===== src/rtl/vita49_pkt_arb_if.sv =====
// Stream bundle between the channel sources, the packet arbiter and vita49_assem.
// Inputs are flattened per source; the output is a single 64-bit AXI-Stream.
interface vita49_pkt_arb_if #(
  parameter int NUM_IN = 2
);
  logic [64*NUM_IN-1:0] S_AXIS_TDATA;
  logic [NUM_IN-1:0]    S_AXIS_TVALID;
  logic [NUM_IN-1:0]    S_AXIS_TLAST;
  logic [NUM_IN-1:0]    S_AXIS_TREADY;
  logic [63:0]          M_AXIS_TDATA;
  logic                 M_AXIS_TVALID;
  logic                 M_AXIS_TLAST;
  logic [7:0]           M_AXIS_TSTRB;
  logic                 M_AXIS_TREADY;

  // Arbiter side: consumes the sources, drives the assembler.
  modport slave (
    input  S_AXIS_TDATA, S_AXIS_TVALID, S_AXIS_TLAST, M_AXIS_TREADY,
    output S_AXIS_TREADY, M_AXIS_TDATA, M_AXIS_TVALID, M_AXIS_TLAST, M_AXIS_TSTRB
  );

  // Environment side: sources plus the downstream sink.
  modport master (
    output S_AXIS_TDATA, S_AXIS_TVALID, S_AXIS_TLAST, M_AXIS_TREADY,
    input  S_AXIS_TREADY, M_AXIS_TDATA, M_AXIS_TVALID, M_AXIS_TLAST, M_AXIS_TSTRB
  );
endinterface


===== src/rtl/vita49_pkt_arb.sv =====
// Packet-granular round-robin arbiter with max-length truncation in front of vita49_assem.
// Zero-latency passthrough once granted, one idle arbitration cycle per packet; downstream ready goes straight back to the winner.
module vita49_pkt_arb #(
  parameter int NUM_IN    = 2,
  parameter int MAX_BEATS = 512
) (
  input  logic              AXIS_ACLK,
  input  logic              AXIS_ARESETN,
  vita49_pkt_arb_if.slave   axis,
  input  logic [NUM_IN-1:0] en_mask,
  output logic [2:0]        grant,
  output logic              busy,
  output logic [31:0]       pkt_cnt,
  output logic [31:0]       trunc_cnt
);
  localparam int GW = (NUM_IN > 1) ? $clog2(NUM_IN) : 1;
  localparam int BW = (MAX_BEATS > 1) ? $clog2(MAX_BEATS) : 1;

  typedef enum logic [1:0] {IDLE, PASS, DROP} state_e;

  state_e          state_q, state_d;
  logic [GW-1:0]   grant_q, grant_d, pick;
  logic [BW-1:0]   beat_q, beat_d;
  logic [31:0]     pkt_q, pkt_d, trunc_q, trunc_d;
  logic            found;
  logic [NUM_IN-1:0] req, s_tready;
  logic [63:0]     m_tdata, g_dat;
  logic            m_tvalid, m_tlast, g_vld, g_last, at_max;

  assign req    = axis.S_AXIS_TVALID & en_mask;
  assign g_vld  = axis.S_AXIS_TVALID[grant_q];
  assign g_last = axis.S_AXIS_TLAST[grant_q];
  assign g_dat  = axis.S_AXIS_TDATA[64*int'(grant_q) +: 64];
  assign at_max = (beat_q == BW'(MAX_BEATS - 1));

  // Scan starts one past the last winner so every enabled source gets a turn.
  always_comb begin
    found = 1'b0;
    pick  = grant_q;
    for (int k = 1; k <= NUM_IN; k++) begin
      if (!found && req[(int'(grant_q) + k) % NUM_IN]) begin
        found = 1'b1;
        pick  = GW'((int'(grant_q) + k) % NUM_IN);
      end
    end
  end

  always_comb begin
    state_d  = state_q;
    grant_d  = grant_q;
    beat_d   = beat_q;
    pkt_d    = pkt_q;
    trunc_d  = trunc_q;
    s_tready = '0;
    m_tdata  = '0;
    m_tvalid = 1'b0;
    m_tlast  = 1'b0;
    unique case (state_q)
      IDLE: begin
        if (found) begin
          grant_d = pick;
          beat_d  = '0;
          state_d = PASS;
        end
      end
      PASS: begin
        m_tdata           = g_dat;
        m_tvalid          = g_vld;
        m_tlast           = g_last | at_max;
        s_tready[grant_q] = axis.M_AXIS_TREADY;
        if (g_vld && axis.M_AXIS_TREADY) begin
          beat_d = beat_q + BW'(1);
          // A natural TLAST on the limit beat is a clean finish, not a truncation.
          if (g_last) begin
            pkt_d   = pkt_q + 32'd1;
            state_d = IDLE;
          end else if (at_max) begin
            pkt_d   = pkt_q + 32'd1;
            if (trunc_q != '1) trunc_d = trunc_q + 32'd1;
            state_d = DROP;
          end
        end
      end
      DROP: begin
        s_tready[grant_q] = 1'b1;
        if (g_vld && g_last) state_d = IDLE;
      end
      default: state_d = IDLE;
    endcase
  end

  always_ff @(posedge AXIS_ACLK or negedge AXIS_ARESETN) begin
    if (!AXIS_ARESETN) begin
      state_q <= IDLE;
      grant_q <= GW'(NUM_IN - 1);
      beat_q  <= '0;
      pkt_q   <= '0;
      trunc_q <= '0;
    end else begin
      state_q <= state_d;
      grant_q <= grant_d;
      beat_q  <= beat_d;
      pkt_q   <= pkt_d;
      trunc_q <= trunc_d;
    end
  end

  assign axis.S_AXIS_TREADY = s_tready;
  assign axis.M_AXIS_TDATA  = m_tdata;
  assign axis.M_AXIS_TVALID = m_tvalid;
  assign axis.M_AXIS_TLAST  = m_tlast;
  assign axis.M_AXIS_TSTRB  = 8'hFF;
  assign grant              = 3'(grant_q);
  assign busy               = (state_q != IDLE);
  assign pkt_cnt            = pkt_q;
  assign trunc_cnt          = trunc_q;
endmodule


===== src/flat_wrapper.sv =====
// flat-port wrapper written by rule: the top's interface ports become plain ports
module vita49_pkt_arb_flat 
#(
  parameter int NUM_IN    = 2,
  parameter int MAX_BEATS = 512
)
  (AXIS_ACLK, AXIS_ARESETN, en_mask, grant, busy, pkt_cnt, trunc_cnt, axis_S_AXIS_TDATA, axis_S_AXIS_TVALID, axis_S_AXIS_TLAST, axis_M_AXIS_TREADY, axis_S_AXIS_TREADY, axis_M_AXIS_TDATA, axis_M_AXIS_TVALID, axis_M_AXIS_TLAST, axis_M_AXIS_TSTRB);
  vita49_pkt_arb_if #(.NUM_IN(NUM_IN)) axis_i ();
  input  logic AXIS_ACLK;
  input  logic AXIS_ARESETN;
  input  logic [NUM_IN-1:0] en_mask;
  output logic [2:0] grant;
  output logic busy;
  output logic [31:0] pkt_cnt;
  output logic [31:0] trunc_cnt;
  input wire logic [$bits(axis_i.S_AXIS_TDATA)-1:0] axis_S_AXIS_TDATA;
  input wire logic [$bits(axis_i.S_AXIS_TVALID)-1:0] axis_S_AXIS_TVALID;
  input wire logic [$bits(axis_i.S_AXIS_TLAST)-1:0] axis_S_AXIS_TLAST;
  input wire logic [$bits(axis_i.M_AXIS_TREADY)-1:0] axis_M_AXIS_TREADY;
  output wire logic [$bits(axis_i.S_AXIS_TREADY)-1:0] axis_S_AXIS_TREADY;
  output wire logic [$bits(axis_i.M_AXIS_TDATA)-1:0] axis_M_AXIS_TDATA;
  output wire logic [$bits(axis_i.M_AXIS_TVALID)-1:0] axis_M_AXIS_TVALID;
  output wire logic [$bits(axis_i.M_AXIS_TLAST)-1:0] axis_M_AXIS_TLAST;
  output wire logic [$bits(axis_i.M_AXIS_TSTRB)-1:0] axis_M_AXIS_TSTRB;
  assign axis_i.S_AXIS_TDATA = axis_S_AXIS_TDATA;
  assign axis_i.S_AXIS_TVALID = axis_S_AXIS_TVALID;
  assign axis_i.S_AXIS_TLAST = axis_S_AXIS_TLAST;
  assign axis_i.M_AXIS_TREADY = axis_M_AXIS_TREADY;
  assign axis_S_AXIS_TREADY = axis_i.S_AXIS_TREADY;
  assign axis_M_AXIS_TDATA = axis_i.M_AXIS_TDATA;
  assign axis_M_AXIS_TVALID = axis_i.M_AXIS_TVALID;
  assign axis_M_AXIS_TLAST = axis_i.M_AXIS_TLAST;
  assign axis_M_AXIS_TSTRB = axis_i.M_AXIS_TSTRB;
  vita49_pkt_arb #(.NUM_IN(NUM_IN), .MAX_BEATS(MAX_BEATS)) u_core (.AXIS_ACLK(AXIS_ACLK), .AXIS_ARESETN(AXIS_ARESETN), .axis(axis_i), .en_mask(en_mask), .grant(grant), .busy(busy), .pkt_cnt(pkt_cnt), .trunc_cnt(trunc_cnt));
endmodule

===== config.mk =====
export PLATFORM = sky130hd
export DESIGN_NAME = vita49_pkt_arb_flat
export DESIGN_NICKNAME = d
export VERILOG_FILES = /design/src/rtl/vita49_pkt_arb_if.sv /design/src/rtl/vita49_pkt_arb.sv /design/src/flat_wrapper.sv
export SDC_FILE = /design/constraint.sdc
export NUM_CORES = 1
export LEC_CHECK = 0
export ABC_CLOCK_PERIOD_IN_PS = 2900
export CAP_MARGIN = 15
export CELL_PAD_IN_SITES_DETAIL_PLACEMENT = 0
export CELL_PAD_IN_SITES_GLOBAL_PLACEMENT = 1
export CORE_AREA = 2 2 110 112
export CTS_CLUSTER_DIAMETER = 50
export DETAILED_ROUTE_END_ITERATION = 16
export DIE_AREA = 0 0 112 114
export DONT_BUFFER_PORTS = 1
export GPL_TIMING_DRIVEN = 0
export PLACE_DENSITY = 0.77
export SLEW_MARGIN = 20
export SYNTH_ARGS = -nofsm -noshare
export SYNTH_HDL_FRONTEND = slang
export SYNTH_SLANG_ARGS = --single-unit

===== constraint.sdc =====
create_clock -name AXIS_ACLK -period 2.9 [get_ports AXIS_ACLK]
set_input_delay 0.435 -clock AXIS_ACLK [delete_from_list [all_inputs] [get_ports AXIS_ACLK]]
set_output_delay 0.435 -clock AXIS_ACLK [all_outputs]
set_load 0.01 [all_outputs]

==> impl_metrics.ini, run 1 <==
[critical_path]
cpPeakStageDelay_ns = 0.54
crit_path_start_kind = flip-flop
worst-path-buf-inv = 2
slowest_stage = nor3b_1
r2r_slack_ns = 0.26
required_ns = 2.47
worstPathArrival_ns = 2.28
path_max_fanout = 10
crit_type = reg2out
r2r-end = u_core.trunc_cnt[24]
ff2ff_path_depth = 10
worst_path_dominant_cell_family = simple AND/OR/NAND/NOR gates
r2r_start = u_core.beat_q[0]
path_cells = inv_1 > ha_1 > clkbuf_1 > a21oi_1 > nor3b_1
cp-end-kind = primary output

[die]
start_util_pct = 42.1
die_y_um = 114
rows = 40
coreArea_um2 = 11700
die_w_um = 112
ioPinCount = 281
die-area_um2 = 12800

[route]
wl_per_cell_um = 22.6
drt-pass1-iter-count = 6
antenna_left = 0
vias = 3996
wl_mm = 15.7
drtIter0Drc = 263
drt-vias-per-instance = 5.77
drc_errors = 0

[status]
violations = hold timing
status = finished with violations

[cts]
cts_setup_buffers = 0
htree_levels = 3
clockBufferDepth = 2
clk_pin_slew_ns = 0.06
cts_tree = yes
insertion_delay_ns = 0.34
cts_buffers = 9
cts-root-buf = clkbuf_16
clock-sinks = 76

[timing]
min_period_over_period_pct = 93.8
fin_crit_ns = 2.72
hold_viol_final = 6
setup-tns-final_ns = 0
setup_ws_ns = 0.180
max-slew-margin-rel_pct = 36.4
whs_ns = -0.0183
grt_setup_unrepaired = false
setup_violations = 0
fmax_mhz = 368
final_max_slew_viol_count = 0
worst_pin_slew_ns = 0.953
finalClockSkew_ns = 0.00978

[yosys]
ys_seq_area_share_pct = 38.6
synth_compound_area_share_pct = 4.79
yosys_warnings = 0
syn_avg_cell_area_um2 = 9.44
synth_cells = 523
synth_ff_type = dfrtp_1
syn_area_um2 = 4930
synth_seq_cells = 76
synth-async-reset-ratio_pct = 100
muxShareOfSynthArea_pct = 15.1
synth_top_family_by_area = simple AND/OR/NAND/NOR gates
synth_edf_count = 0
synthSimpleGateAreaFrac_pct = 24.3
synth-adder-area-share_pct = 1.77
yosysUniqueCellTypes = 56
synth_xor_area_share_pct = 10.8

[grt]
antenna_found_initial = 2
grt_pass1_wl_mm = 23.1
gr-total-overflow = 0
grt_pass1_vias = 3871
grt_start_max_net_pins = 77
gr-usage-all-layers_pct = 24.1

[finish]
diodes = 0
area_delta_synth_final_pct = 11.7
drive_gt1_share_pct = 13.0
instances_no_fill = 693
final_util_pct = 47.1
nNetsFinal = 685
fillers = 1115

[placement]
hpwlAfterDp_mm = 13.0
placedCellCount = 678
pre_cts_slack_ns = 0.107
gp_congestion = 0.864
portBuffers = 0

[power]
vdd_drop_max_v = 0.000459
p_leak_nw = 2.64
power.density_nw_per_um2 = 775

[min_path]
hp-class = in2async

[run]
max-cap-violations = 0
-- final cells by class --
type | instances | area [µm²] | share of cell area (%)
plain buffers | 31 | 183 | 3.31
clock buffers | 11 | 233 | 4.22
clock inverters | 5 | 61.3 | 1.11
inverters | 9 | 35.0 | 0.636
multi-input cells | 413 | 2890 | 52.3
flip-flops and latches | 76 | 1900 | 34.5
well taps | 147 | 184 | 3.34
repair buffers | 1 | 27.5 | 0.499
-- how the worst max path moves through the flow --
| stage | from | end | slack, ns | cells past startpoint |
|---|---|---|---|---|
| global placement | u_core.state_q[1] | axis_M_AXIS_TDATA[57] | 0.13 | 7 |
| floorplan | u_core.beat_q[0] | u_core.trunc_cnt[24] | 0.56 | 10 |
| global route | u_core.beat_q[0] | u_core.trunc_cnt[27] | 0.07 | 10 |
| detailed placement | u_core.state_q[1] | axis_M_AXIS_TDATA[57] | 0.11 | 7 |
| CTS | u_core.state_q[1] | axis_M_AXIS_TDATA[58] | 0.04 | 7 |
| finish | u_core.state_q[1] | axis_S_AXIS_TREADY[0] | 0.18 | 5 |
-- synthesized netlist by cell type, types with 10 or more instances --
library cell,instances,area share (%)
nand4_1,16,2.0
nor3_1,14,1.4
mux2i_1,66,13
nor2_1,88,6.7
nand3_1,25,2.5
dfrtp_1,75,38
nor4_1,12,1.5
nand2_1,37,2.8
clkbuf_1,10,0.76
buf_4,11,1.7
xor2_1,33,5.9
xnor2_1,28,5.0
-- layer usage --
metal / track usage [%] / wire length, µm
met4: 9.59 / 532
met1: 26.7 / 6110
met5: 0 / 23
met2: 41.8 / 7780
met3: 9.30 / 1230
-- cells in the final DEF (no fill, tap or decap), drive strengths merged, types with 3 or more instances in the layout --
cell / n
nand2: 37
nor3: 14
nand3: 28
xnor2: 28
and3: 8
or3: 3
nor2: 90
or2: 4
mux2i: 67
a22o: 5
clkbuf: 21
o21ai: 8
xor2: 33
nor4: 16
and2: 5
ha: 7
buf: 22
conb: 10
dfrtp: 75
mux2: 5
clkinvlp: 3
and4: 3
inv: 9
nand4: 19
a21oi: 4
-- repair_timing --
| action | in CTS | in global routing |
|---|---|---|
| endpoints found under the setup margin | 9 | 9 |
| endpoints found under the hold margin | 76 | 0 |
| gates resized for setup | 14 | 2 |
| hold buffers | 1 | 0 |
-- through the flow --
| step | total power, W | area, µm² |
|---|---|---|
| final | 0.00427 | 5510 |
| after global routing | 0.00449 | 5510 |
| after global placement | 0.00309 | 5150 |
| after floorplan | 0.00265 | 4960 |
| after detailed placement | 0.00311 | 5150 |
| after CTS | 0.00431 | 5510 |
-- sequential cells by signal, summed over array words and instances (netlist names) --
signal	cells
u_core.grant_q	1
u_core.trunc_cnt	32
u_core.state_q	2
u_core.beat_q	9
u_core.pkt_cnt	32
-- report_power, final --
part | total (W) | internal, W | leakage [nW] | switching [W]
Clock | 0.00111 | 0.000669 | 0.132 | 0.000436
Sequential | 0.00123 | 0.00113 | 1.03 | 0.0000964
Combinational | 0.00194 | 0.000630 | 1.48 | 0.00131
-- cells by family after synthesis --
group | after synthesis
and+or+nand+nor | 233
xor gates and xnor gates | 61
adders and majority gates | 7
buffers and inverters | 42
AOI/OAI and AO/OA | 30
other | 2
DFF | 76
muxes | 72
Note: power is estimated with default switching activity, not from simulation.
==> inputs of run 2 (changes only) <==
--- a/config.mk
+++ b/config.mk
@@ -10,6 +10,7 @@
 export CELL_PAD_IN_SITES_DETAIL_PLACEMENT = 0
 export CELL_PAD_IN_SITES_GLOBAL_PLACEMENT = 1
 export CORE_AREA = 2 2 110 112
+export CTS_BUF_LIST = sky130_fd_sc_hd__clkbuf_4 sky130_fd_sc_hd__clkbuf_8 sky130_fd_sc_hd__clkbuf_16
 export CTS_CLUSTER_DIAMETER = 50
 export DETAILED_ROUTE_END_ITERATION = 16
 export DIE_AREA = 0 0 112 114
==> run 2 against run 1 <==
Effect of this change: the flow still finishes with violations (hold timing); utilization is 0.064 points higher; wire length hardly changed; worst setup slack better by 0.0029 ns; via count is 0.18% lower; worst hold slack hardly changed; count of clock-buffer cells in the layout stayed put; die area stayed put; critical endpoint unchanged; critical path type unchanged; combinational power hardly changed; critical path depth stayed put.
==> impl_metrics.ini, run 2 (synthesis results as in run 1) <==
[cts]
insertion_delay_ns = 0.34
cts_tree = yes
cts_setup_buffers = 0
clock-sinks = 76
htree_levels = 3
cts_buffers = 9
cts-root-buf = clkbuf_16
clk_pin_slew_ns = 0.06
clockBufferDepth = 2

[status]
violations = hold timing
status = finished with violations

[finish]
mostFrequentLayoutCells = 81 x nor2_1, 75 x dfrtp_1, 66 x mux2i_1
drive_gt1_share_pct = 13.4
fillers = 1114
nNetsFinal = 685
area_delta_synth_final_pct = 11.8
final_common_cell = nor2_1
diodes = 0

[timing]
setup-tns-final_ns = 0
hold_viol_final = 7
fmax_mhz = 368
final_max_slew_viol_count = 0
min_period_over_period_pct = 93.7
fin_crit_ns = 2.72
whs_ns = -0.0183
grt_setup_unrepaired = false
setup_violations = 0
setup_ws_ns = 0.183
finalClockSkew_ns = 0.00990
max-slew-margin-rel_pct = 36.3
worst_pin_slew_ns = 0.956

[run]
max-cap-violations = 0

[route]
drc_errors = 0
drt-pass1-iter-count = 6
vias = 3989
met3_length_mm = 1.25
wl_mm = 15.7
dr_wl_met2_mm = 7.81
wl_per_cell_um = 22.6
top_layer = met5
antenna_left = 0
wl_met1_mm = 6.08
drtIter0Drc = 237
drt-vias-per-instance = 5.76

[die]
die_w_um = 112
die-area_um2 = 12800
ioPinCount = 281
coreArea_um2 = 11700
start_util_pct = 42.1
rows = 40
die_y_um = 114

[critical_path]
path_cells = inv_1 > ha_1 > clkbuf_1 > a21oi_1 > nor3b_1
slowest_stage = nor3b_1
crit_path_start_kind = flip-flop
worst_path_dominant_cell_family = simple AND/OR/NAND/NOR gates
path_max_fanout = 10
worst-path-buf-inv = 2
required_ns = 2.47
worstPathArrival_ns = 2.28
cpPeakStageDelay_ns = 0.54
cp-end-kind = primary output
crit_type = reg2out

[min_path]
hp-class = in2async

[placement]
hpwlAfterDp_mm = 13.0
gp_congestion = 0.864
portBuffers = 0
pre_cts_slack_ns = 0.107

[power]
p_leak_nw = 2.65
vdd_drop_max_v = 0.000459
power.density_nw_per_um2 = 778

[grt]
antenna_found_initial = 2
gr-total-overflow = 0
grt_pass1_wl_mm = 23.1
grt_pass1_vias = 3874
gr-usage-all-layers_pct = 24.1
grt_start_max_net_pins = 77
## run 2: changes by cell type in the layout (fill, tap and decap cells not counted)
cell,change
clkbuf_1,-2
clkbuf_4,+2
## run 2: through the flow
step                instance area (µm²)  total power [W]  instances  util [%]
floorplan                          4960          0.00265        531         -
global placement                   5150          0.00309        678      44.0
detailed placement                 5150          0.00311        678      44.0
CTS                                5520          0.00433        694      47.1
global route                       5520          0.00451        693      47.1
finish                             5520          0.00429        693      47.1
## run 2: per-layer routing
layer  track usage [%]  vias to the layer above
met2              41.8                      172
li1                  -                     1849
met4              9.59                        4
met5                 0                        -
met3              9.30                       28
met1              26.8                     1936
## run 2: report_power, final
part | total, W | internal [W] | switching, W
Sequential | 0.00123 | 0.00113 | 0.0000966
Clock | 0.00113 | 0.000688 | 0.000439
Combinational | 0.00194 | 0.000630 | 0.00131
Total | 0.00429 | 0.00245 | 0.00184
## run 2: final timing paths
check	startpoint	end	slack (ns)	cells past startpoint
worst max-delay path	u_core.state_q[1]	axis_S_AXIS_TREADY[0]	0.18	5
worst min-delay path	AXIS_ARESETN	u_core.pkt_cnt[18]	-0.02	1
worst max register to register	u_core.beat_q[0]	u_core.trunc_cnt[24]	0.26	10
worst min register to register	u_core.beat_q[8]	u_core.beat_q[8]	0.50	1
max in group asynchronous	AXIS_ARESETN	u_core.grant_q	2.58	1
min in group AXIS_ACLK	axis_S_AXIS_TVALID[0]	u_core.grant_q	0.20	1
## run 2: what timing repair did
action | 4_1_cts | 5_1_grt
setup endpoints to repair | 9 | 9
gates resized for setup | 14 | 2
hold buffers | 1 | 0
endpoints found under the hold margin | 76 | 0
## run 2: final cells by class
cell class                      count  area, µm²  area share (%)
Timing Repair Buffer                1       27.5           0.499
Inverter                            9       35.0           0.635
Clock inverter                      5       61.3            1.11
Buffer                             31        183            3.31
Multi-Input combinational cell    413       2890            52.3
Tap cell                          147        184            3.33
Sequential cell                    76       1900            34.5
Clock buffer                       11        240            4.35
